**src/rtl/uart_tx.sv**
```systemverilog
// -----------------------------------------------------------------------------
// uart_tx
//
// Serial transmitter for 8N1 frames. Each frame is a start bit (0), eight data
// bits sent LSB first, and a stop bit (1). Every bit is held on the line for
// CLKS_PER_BIT clock cycles. The line idles high.
//
// The upstream buffer registers a new byte only while tx_busy is low. tx_busy
// is combinational and includes valid_in, so an upstream register stops issuing
// in the same cycle that it presents a byte. A byte offered while a frame is in
// progress is dropped, and overrun pulses for one cycle to report it.
//
// Parameters
//   CLKS_PER_BIT  clock cycles per serial bit (>= 2); 868 = 100 MHz / 115200
//
// Ports
//   clk       in   single clock; all state changes on its rising edge
//   rst       in   synchronous, active-high reset
//   valid_in  in   byte_in holds a byte offered for transmission
//   byte_in   in   byte to send; sampled only in the cycle it is accepted
//   tx        out  registered serial line, idle high
//   tx_busy   out  upstream must not issue a byte while this is high
//   overrun   out  one-cycle pulse after each cycle in which a byte was dropped
// -----------------------------------------------------------------------------
module uart_tx #(
    parameter int CLKS_PER_BIT = 868
) (
    input  logic       clk,
    input  logic       rst,
    input  logic       valid_in,
    input  logic [7:0] byte_in,
    output logic       tx,
    output logic       tx_busy,
    output logic       overrun
);

    localparam int BAUD_W = (CLKS_PER_BIT > 1) ? $clog2(CLKS_PER_BIT) : 1;
    localparam logic [BAUD_W-1:0] BAUD_LAST = BAUD_W'(CLKS_PER_BIT - 1);

    typedef enum logic [1:0] {
        IDLE,
        START,
        DATA,
        STOP
    } state_t;

    state_t             state_q, state_d;
    logic [BAUD_W-1:0]  baud_q, baud_d;
    logic [2:0]         bit_q, bit_d;
    logic [7:0]         shift_q, shift_d;
    logic               tx_q, tx_d;
    logic               overrun_q, overrun_d;
    logic               bitEnd;

    // The last cycle of the current bit period. Every bit boundary, whatever
    // the state, is taken on this condition.
    assign bitEnd = (baud_q == BAUD_LAST);

    // State register. Reset returns the line to idle and clears every counter
    // and the shift register, so a frame that reset cuts short leaves nothing
    // behind.
    always_ff @(posedge clk) begin
        if (rst) begin
            state_q   <= IDLE;
            baud_q    <= '0;
            bit_q     <= '0;
            shift_q   <= '0;
            tx_q      <= 1'b1;
            overrun_q <= 1'b0;
        end else begin
            state_q   <= state_d;
            baud_q    <= baud_d;
            bit_q     <= bit_d;
            shift_q   <= shift_d;
            tx_q      <= tx_d;
            overrun_q <= overrun_d;
        end
    end

    // Next-state logic. tx is registered, so the next line level is chosen one
    // cycle ahead. On acceptance the start bit is loaded. At the end of the
    // start bit, and at the end of each of the first seven data bits, the next
    // data bit is taken from shift_q[0] and the register shifts right. This
    // keeps the bits LSB first.
    always_comb begin
        state_d   = state_q;
        baud_d    = baud_q;
        bit_d     = bit_q;
        shift_d   = shift_q;
        tx_d      = tx_q;
        // A byte offered while a frame is in progress is dropped. The frame
        // continues unchanged, and the drop is reported in the next cycle.
        overrun_d = valid_in && (state_q != IDLE);

        case (state_q)
            IDLE: begin
                tx_d   = 1'b1;
                baud_d = '0;
                if (valid_in) begin
                    shift_d = byte_in;
                    bit_d   = '0;
                    tx_d    = 1'b0;
                    state_d = START;
                end
            end

            START: begin
                if (bitEnd) begin
                    baud_d  = '0;
                    tx_d    = shift_q[0];
                    shift_d = {1'b0, shift_q[7:1]};
                    state_d = DATA;
                end else begin
                    baud_d = baud_q + 1'b1;
                end
            end

            DATA: begin
                if (bitEnd) begin
                    baud_d = '0;
                    if (bit_q == 3'd7) begin
                        bit_d   = '0;
                        tx_d    = 1'b1;
                        state_d = STOP;
                    end else begin
                        bit_d   = bit_q + 3'd1;
                        tx_d    = shift_q[0];
                        shift_d = {1'b0, shift_q[7:1]};
                    end
                end else begin
                    baud_d = baud_q + 1'b1;
                end
            end

            STOP: begin
                if (bitEnd) begin
                    baud_d  = '0;
                    state_d = IDLE;
                end else begin
                    baud_d = baud_q + 1'b1;
                end
            end

            default: begin
                state_d = IDLE;
                tx_d    = 1'b1;
                baud_d  = '0;
            end
        endcase
    end

    // During reset the state term of tx_busy is masked. This stops a frame that
    // reset is about to abort from holding off upstream, so tx_busy follows
    // valid_in alone while rst is high.
    assign tx_busy = valid_in | ((state_q != IDLE) & ~rst);
    assign tx      = tx_q;
    assign overrun = overrun_q;

endmodule

```
**config.mk**
```make
export PLATFORM = sky130hd
export DESIGN_NAME = uart_tx
export DESIGN_NICKNAME = d
export VERILOG_FILES = /design/src/rtl/uart_tx.sv
export SDC_FILE = /design/constraint.sdc
export NUM_CORES = 1
export LEC_CHECK = 0
export CAP_MARGIN = 25
export CELL_PAD_IN_SITES_DETAIL_PLACEMENT = 0
export CELL_PAD_IN_SITES_GLOBAL_PLACEMENT = 2
export CORE_MARGIN = 3
export CORE_UTILIZATION = 34
export CTS_CLUSTER_DIAMETER = 50
export DETAILED_ROUTE_END_ITERATION = 10
export GPL_ROUTABILITY_DRIVEN = 0
export PLACE_DENSITY_LB_ADDON = 0.1
export SETUP_SLACK_MARGIN = 0.3
export SYNTH_ARGS = -nofsm -noshare
export SYNTH_HDL_FRONTEND = slang
export SYNTH_SLANG_ARGS = --single-unit
```
**constraint.sdc**
```tcl
create_clock -name clk -period 2.11 [get_ports clk]
set_input_delay 0.211 -clock clk [delete_from_list [all_inputs] [get_ports clk]]
set_output_delay 0.211 -clock clk [all_outputs]
set_load 0.05 [all_outputs]
```
After elaboration in Yosys (flattened, before gate mapping)

Index checks and enable logic that the tools add are counted.

$add $sub $neg: 2
Eq/ne operators: 11
Muxes and demuxes: 22
Bitwise gates (word level): 3
Reductions and logical operators: 10

Operator list:

| kind                  | count |
|---|---|
| $mux 8                | 4 |
| $pmux 8 s3            | 1 |
| $pmux 10 s2           | 1 |
| $ne 2x2->1 const B    | 6 |
| $add 10x1->10 const B | 1 |
| $eq 10x10->1 const B  | 1 |
| $mux 10               | 1 |
| $mux 2                | 5 |
| $reduce_and 5->1      | 2 |
| $mux 3                | 3 |
| $pmux 2 s4            | 1 |
| $pmux 3 s2            | 1 |
| $reduce_and 3->1      | 2 |
| $eq 2x2->1 const B    | 2 |
| $mux 1                | 4 |
| $reduce_bool 2->1     | 2 |
| $add 3x1->3 const B   | 1 |
| $eq 3x3->1 const B    | 1 |
| $pmux 1 s3            | 1 |
| $reduce_bool 3->1     | 1 |
| $reduce_or 3->1       | 1 |
| $eq 2x1->1 const B    | 1 |
| $logic_not 2->1       | 1 |
| $and 1x1->1           | 1 |
| 3 further kinds       | 3 |

Register bits: 25
Input port bits: 11
Output and inout bits: 3
Logic and storage cells: 54

Longest topological paths before layout

Gate-level depths: netlist of run 1.

Depth after elaboration: 4
Mapped depth: 8
Depth with buffers taken out: 6

Worst setup path before layout of run 1

No wires, ideal clock.

Path kind: register -> register
Start point: reg state_q[0]
End point: reg shift_q[4]
Setup time: 0.070 ns
Arrival: 1.641 ns
Required time: 2.040 ns
Slack: 0.399 ns
Cell stages (with the launch flop): 9
Buffers on the path: 2
Clock period less this slack: 1.711 ns
Cell sequence: dfxtp_1 inv_1 ha_1 clkbuf_2 nand2_1 o311ai_2 clkbuf_1 or3_1 a21oi_1

Longest elaborated chain between the ends: 3
Elaborated cells between the ends (all ways): 10
Classes of those cells: eq/ne: 6; mux: 1; reduce/logical: 3

RTL lines:

| element                                                          | line | source |
|---|---|---|
| start, declared                                                  | 47   | `state_t state_q, state_d;` |
| start signal, assigned                                           | 71   | `state_q <= state_d;` |
| $eq 2x2->1, or another cell as far along                         | 95   | `case (state_q)` |
| $ne 2x2->1 (no line) / $reduce_bool 3->1 (equally long branches) | n/a  |  |
| $reduce_and 5->1 (no line)                                       | n/a  |  |
| end signal, assigned                                             | 74   | `shift_q <= shift_d;` |
| end, declared                                                    | 50   | `logic [7:0] shift_q, shift_d;` |

Several ways; a longest one is shown, not always the timed one.
A chain may end at the register's enable or synchronous reset.

Final worst setup path of run 1

Start point: reg bit_q[0]
End point: reg shift_q[1]

Longest elaborated chain between the ends: 3

RTL lines:

| element                    | line | source |
|---|---|---|
| start, declared            | 49   | `logic [2:0] bit_q, bit_d;` |
| start signal, assigned     | 73   | `bit_q <= bit_d;` |
| $eq 3x3->1                 | 121  | `if (bit_q == 3'd7) begin` |
| $ne 2x2->1 (no line)       | n/a  |  |
| $reduce_and 5->1 (no line) | n/a  |  |

Every way passes these cells.

==> qor.yml, run 1 <==
holdCritPathClass: "flop to flop"
ys_seq_area_share_pct: 38.1
synth-seq-cells: 25
wl_per_cell_um: 14.6
synthTopCellsByCount: "dfxtp_1 (25), nor2_1 (13), mux2i_1 (11), nand2_1 (11), a21oi_1 (10)"
ys_types: 38
via_per_inst: 5.17
critPathArrivalTime_ps: 1970
leakage_nw: 0.597
dpl_cell_area_mm2: 0.00150
ff2ff_path_depth: 7
routed_wl_mm: 3.09
dieArea_mm2: 0.00464
stdcell_area_mm2: 0.00168
status: "finished, final reports clean"
whs_ps: 437
peakVddDrop_v: 0.000514
synth_ff_type: "dfxtp_1"
syn_nets: 163
synth_area_per_cell_um2: 9.05
yosysTopAreaCell: "dfxtp_1"
post-route-period-util_pct: 83.5
tritoncts: "done"
htreeDepth: 1
initial_core_util_pct: 37.3
relSlewSlack_pct: 66.6
synthCells: 145
yosysMostFrequentCell: "dfxtp_1"
fin_crit_ps: 1760
synth.top_cell.area_share_pct: 38.1
setup_viol: 0
holdPathStages: 1
crit_path_start_kind: "flop"
cp_max_fo: 8
path_class: "flop to flop"
vias: 1090
clkTransAtPathRegs_ps: 90
drv_slew: 0
grt_pass1_wl_mm: 4.62
core_area_mm2: 0.00352
worstMarginPinSlew_ps: 500
endpoint_kind: "flop"
die_w_um: 68.1
firstDrtPassIters: 4
ys_warn_count: 0
numPortBuffers: 13
cts_buffers: 3
rows: 21
synth-edff-count: 0
clkSinkCount: 25
clockBufferDepth: 2
finClkSkew_ps: 4.36
clk_latency_ps: 270
hold_viol_final: 0
ant_nets: 0
syn-cell-area_mm2: 0.00131
fmax_ghz: 0.567
die_y_um: 68.1
cts-root-buf: "clkbuf_8"
grt_start_max_net_pins: 17
boundaryPins: 14
grt_overflow_total: 0
max_cap_violations: 0
drtIter0Drc: 46
drive_gt1_share_pct: 26.1
required_ps: 2320
grt_antenna_before_repair: 0
grt_use_total_pct: 13.2
async_reset_ff_share_pct: 0
grt_pass1_vias: 990
finalNetCount: 184
drc: 0
dp_hpwl_mm: 2.05
synth.area.top_cells: "dfxtp_1 (38%), mux2i_1 (8.4%), ha_1 (6.7%)"
tns_ps: 0
insertedDiodeCount: 0
rsz0062_at_grt: "no"
syn_to_final_growth_pct: 27.6
power_density_mw_per_mm2: 1250
[report_power, final]
group | total (mW) | switching, mW | internal [mW]
clock network | 0.300 | 0.166 | 0.134
logic | 1.13 | 0.621 | 0.508
registers | 0.657 | 0.0692 | 0.588
total | 2.09 | 0.856 | 1.23
[worst paths after layout]
check                    end  slack, ps       from
setup / recovery  shift_q[1]        350   bit_q[0]
hold / removal     baud_q[0]        440  baud_q[0]
hold reg to reg    baud_q[0]        440  baud_q[0]
setup reg to reg  shift_q[1]        350   bit_q[0]
[cells in the final DEF (no fill, tap or decap), drive strengths merged, types with 4 or more instances in the layout]
cell / n
xnor2: 4
nand3: 7
clkdlybuf4s50: 12
nand2: 11
mux2i: 11
a21oi: 10
nor2: 13
xor2: 4
inv: 4
ha: 7
or3: 8
buf: 8
o21ai: 9
dfxtp: 25
[sequential cells by signal (all words and copies together) (netlist names)]
name / flops
shift_q: 8
baud_q: 10
tx: 1
overrun: 1
state_q: 2
bit_q: 3
[through the flow]
step / cells / power, mW / setup WS, ps / util [%]
floorplan: 145 / 1.36 / 399 / -
global placement: 203 / 1.54 / 233 / 42.6
detailed placement: 203 / 1.56 / 197 / 42.6
CTS: 207 / 1.88 / 304 / 44.4
global route: 211 / 2.23 / 273 / 47.6
finish: 211 / 2.09 / 347 / 47.6
[what timing repair did]
item	CTS	global route
endpoints found under the setup margin	8	8
setup buffers	0	2
hold buffers	0	0
cloned	0	2
pin swaps	0	3
resized for setup	5	19
[worst max-delay path: stages (launching register included)]
cell and delay [ps]:
dfxtp_1 340, ha_1 200, ha_2 180, nand2_2 80
o311ai_4 100, buf_6 160, or3_2 480, a21oi_2 150
[logic make-up after synthesis]
kind of cell	Yosys count	synth area share (%)
AND/OR/NAND/NOR	55	23.3
AO/OA/AOI/OAI	30	14.9
XOR/XNOR	8	5.34
buffers and inverters	9	3.34
multiplexers	11	8.39
adder cells (fa/ha/maj)	7	6.67
flip-flops	25	38.1
[layer usage]
| metal | part of all wire [%] | vias up | track usage (%) | wire length [um] |
|---|---|---|---|---|
| li1 | - | 567 | - | - |
| met1 | 52 | 509 | 19.2 | 1610 |
| met2 | 45 | 10 | 19.9 | 1380 |
| met3 | 2.0 | 4 | 1.48 | 63 |
| met4 | 1.2 | 0 | 5.21 | 36 |
| met5 | 0 | - | 0 | 0 |
[layout make-up]
| cell class | count | area (um2) |
|---|---|---|
| Timing Repair Buffer | 20 | 181 |
| Clock buffer | 3 | 41.3 |
| Fill cell | 361 | 1850 |
| Tap cell | 46 | 57.6 |
| Inverter | 4 | 15.0 |
| Multi-Input combinational cell | 112 | 865 |
| Sequential cell | 25 | 508 |
| Clock inverter | 1 | 7.51 |
(Power assumes the default switching activity.)
==> run 2: changes to the inputs <==
- clock period: 2.11 -> 1.8 ns (I/O delays scaled with it)
==> run 2 against run 1 <==
Effect of this change: largest cell class unchanged; clock-buffer cell count unchanged; cell count increased by 12%; wire length increased by 14%.
==> qor.yml, run 2 (same netlist as run 1, synthesis figures left out) <==
dp_hpwl_mm: 1.95  # -4.8%
endpoint_kind: "flop"
insertedDiodeCount: 0  # unchanged
crit_chain: "buf_4 > ha_4 > or3_1 > a21boi_0 > o221a_2"
htreeDepth: 1  # unchanged
p_total_mw: 3.20  # +53%
wl_per_cell_um: 14.8  # +1.5%
r2r-start: "state_q[0]"
drv_slew: 0  # unchanged
min_from: "shift_q[1]"
p_int_mw: 1.94  # +58%
power_density_mw_per_mm2: 1530  # +23%
routed_wl_mm: 3.52  # +14%
pre_cts_slack_ps: 72.9  # -124 ps
via_per_inst: 5.27  # +1.9%
drtIter0Drc: 64  # +39%
layout_common_cells: "buf_4 (22), dfxtp_1 (19), nor2_1 (11)"
grtUsageMet2_pct: 26.7  # +6.9 points
die_w_um: 68.1  # unchanged
die_y_um: 68.1  # unchanged
firstDrtPassIters: 4  # unchanged
largestRegisters: "baud_q x10, shift_q x8, bit_q x3"
path_buf_inv: 1  # unchanged
cts_buffers: 3  # unchanged
relSlewSlack_pct: 67.0  # +0.42 points
cpMaxStageDelayCell: "or3_1"
clk_latency_ps: 260  # about the same
path_class: "flop to flop"
clkTransAtPathRegs_ps: 90  # about the same
clkSinkCount: 25  # unchanged
peakVddDrop_v: 0.000656  # +28%
rows: 21  # unchanged
cp-startpoint: "state_q[0]"
grt_use_total_pct: 16.5  # +3.2 points
initial_core_util_pct: 37.3  # unchanged
cp_max_fo: 5  # -3
post-route-period-util_pct: 88.1  # +4.6 points
worstMarginPinSlew_ps: 497  # -2.80 ps
power.share.switching_pct: 39.3  # -1.7 points
required_ps: 1960  # -360 ps
critPathArrivalTime_ps: 1750  # -220 ps
grt_antenna_before_repair: 0  # unchanged
tns_ps: 0  # unchanged
rsz0062_at_grt: "yes"
drc: 0  # unchanged
stdcell_count: 237  # +12%
core_area_mm2: 0.00352  # unchanged
grt_pass1_wl_mm: 5.85  # +27%
power.share.combinational_pct: 65.5  # +11 points
top_register: "baud_q"
dieArea_mm2: 0.00464  # unchanged
tritoncts: "done"
use_met1_pct: 22.7  # +3.5 points
mostFrequentLayoutCell: "buf_4"
syn_to_final_growth_pct: 58.8
cts-root-buf: "clkbuf_8"
fin_ws_ps: 213  # -134 ps
clockBufferDepth: 2  # unchanged
ant_nets: 0  # unchanged
switching_power_mw: 1.26  # +47%
pwr-share-clk_pct: 10.4  # -4.0 points
fillCellCount: 315  # -13%
leakage_nw: 0.781  # +31%
numPortBuffers: 13  # unchanged
hold_viol_final: 0  # unchanged
fin_crit_ps: 1590  # -176 ps
finalNetCount: 210  # +14%
fmax_ghz: 0.630  # +11%
drive_gt1_share_pct: 43.5  # +17 points
grt_pass1_vias: 1230  # +24%
vias: 1248  # +14%
crit_family: "simple AND/OR/NAND/NOR gates"
setup_viol: 0  # unchanged
crit_path_start_kind: "flop"
dp.cells: 201  # -0.99%
hold_buffers: 0  # unchanged
holdCritPathClass: "flop to flop"
final_util_pct: 59.2  # +12 points
max_stage_delay_ps: 410  # -70 ps
max_cap_violations: 0  # unchanged
p_seq_share_pct: 24.1  # -7.4 points
finClkSkew_ps: 1.99  # -2.38 ps
grt_start_max_net_pins: 15  # -2
grt.met3_usage_pct: 1.97  # +0.49 points
top_usage_layer: "met2"
grt_overflow_total: 0  # unchanged
status: "finished, final reports clean"
boundaryPins: 14  # unchanged
largest_register_ffs: 10  # unchanged
-- run 2: cell types whose count changed in the layout (fill, tap and decap cells not counted), moves of 3 or more --
cell,previous run,this run
o21ai_2,0,3
or3_4,0,5
or3_2,5,0
buf_4,6,22
ha_4,2,5
buf_6,1,8
o21ai_0,9,4
-- run 2: through the flow --
step                instance area [um2]  hold WS, ps
finish                             2080          466
global route                       2080          489
CTS                                1970          473
detailed placement                 1560          465
global placement                   1560          455
floorplan                          1410          302
-- run 2: area by class of cell --
cell class	count	area [um2]	share of cell area [%]
Clock inverter	1	5.00	0.240
Clock buffer	3	41.3	1.98
Multi-Input combinational cell	113	1020	49.0
Inverter	4	17.5	0.840
Sequential cell	25	513	24.6
Tap cell	46	57.6	2.76
Timing Repair Buffer	45	428	20.5
-- run 2: power groups by stage --
stage | Clock, mW | Combinational (mW) | Sequential (mW)
2_1_floorplan | 0 | 0.981 | 0.799
5_1_grt | 0.365 | 2.24 | 0.786
6_report | 0.331 | 2.09 | 0.772
3_5_place_dp | 0 | 1.14 | 0.779
3_3_place_gp | 0 | 1.12 | 0.772
4_1_cts | 0.339 | 1.83 | 0.765
-- run 2: final timing paths --
path | endpoint | slack (ps) | depth (start not counted)
min | shift_q[1] | 470 | 2
min reg2reg | shift_q[1] | 470 | 2
max reg2reg | state_q[0] | 210 | 5
max | state_q[0] | 210 | 5
-- run 2: what timing repair did --
action / CTS / global route
cloned: 2 / 0
gates resized for setup: 33 / 19
setup endpoints to repair: 16 / 22
pin swaps: 19 / 16
buffers inserted: 24 / 6
-- run 2: metal layers --
layer,part of all wire [%],wire length (um)
met1,49,1730
met2,48,1680
met5,0,0
met4,0.57,20
met3,2.7,94
-- run 2: worst register-to-register path, cell delays in order (launching register included) --
cell	delay (ps)
dfxtp_2	330
buf_4	150
ha_4	190
or3_1	420
a21boi_0	150
o221a_2	250
==> run 3: changes to the inputs <==
- SLEW_MARGIN: not set -> 10
==> results of run 3 <==
No change in the layout: final DEF, timing and power equal those of run 2.
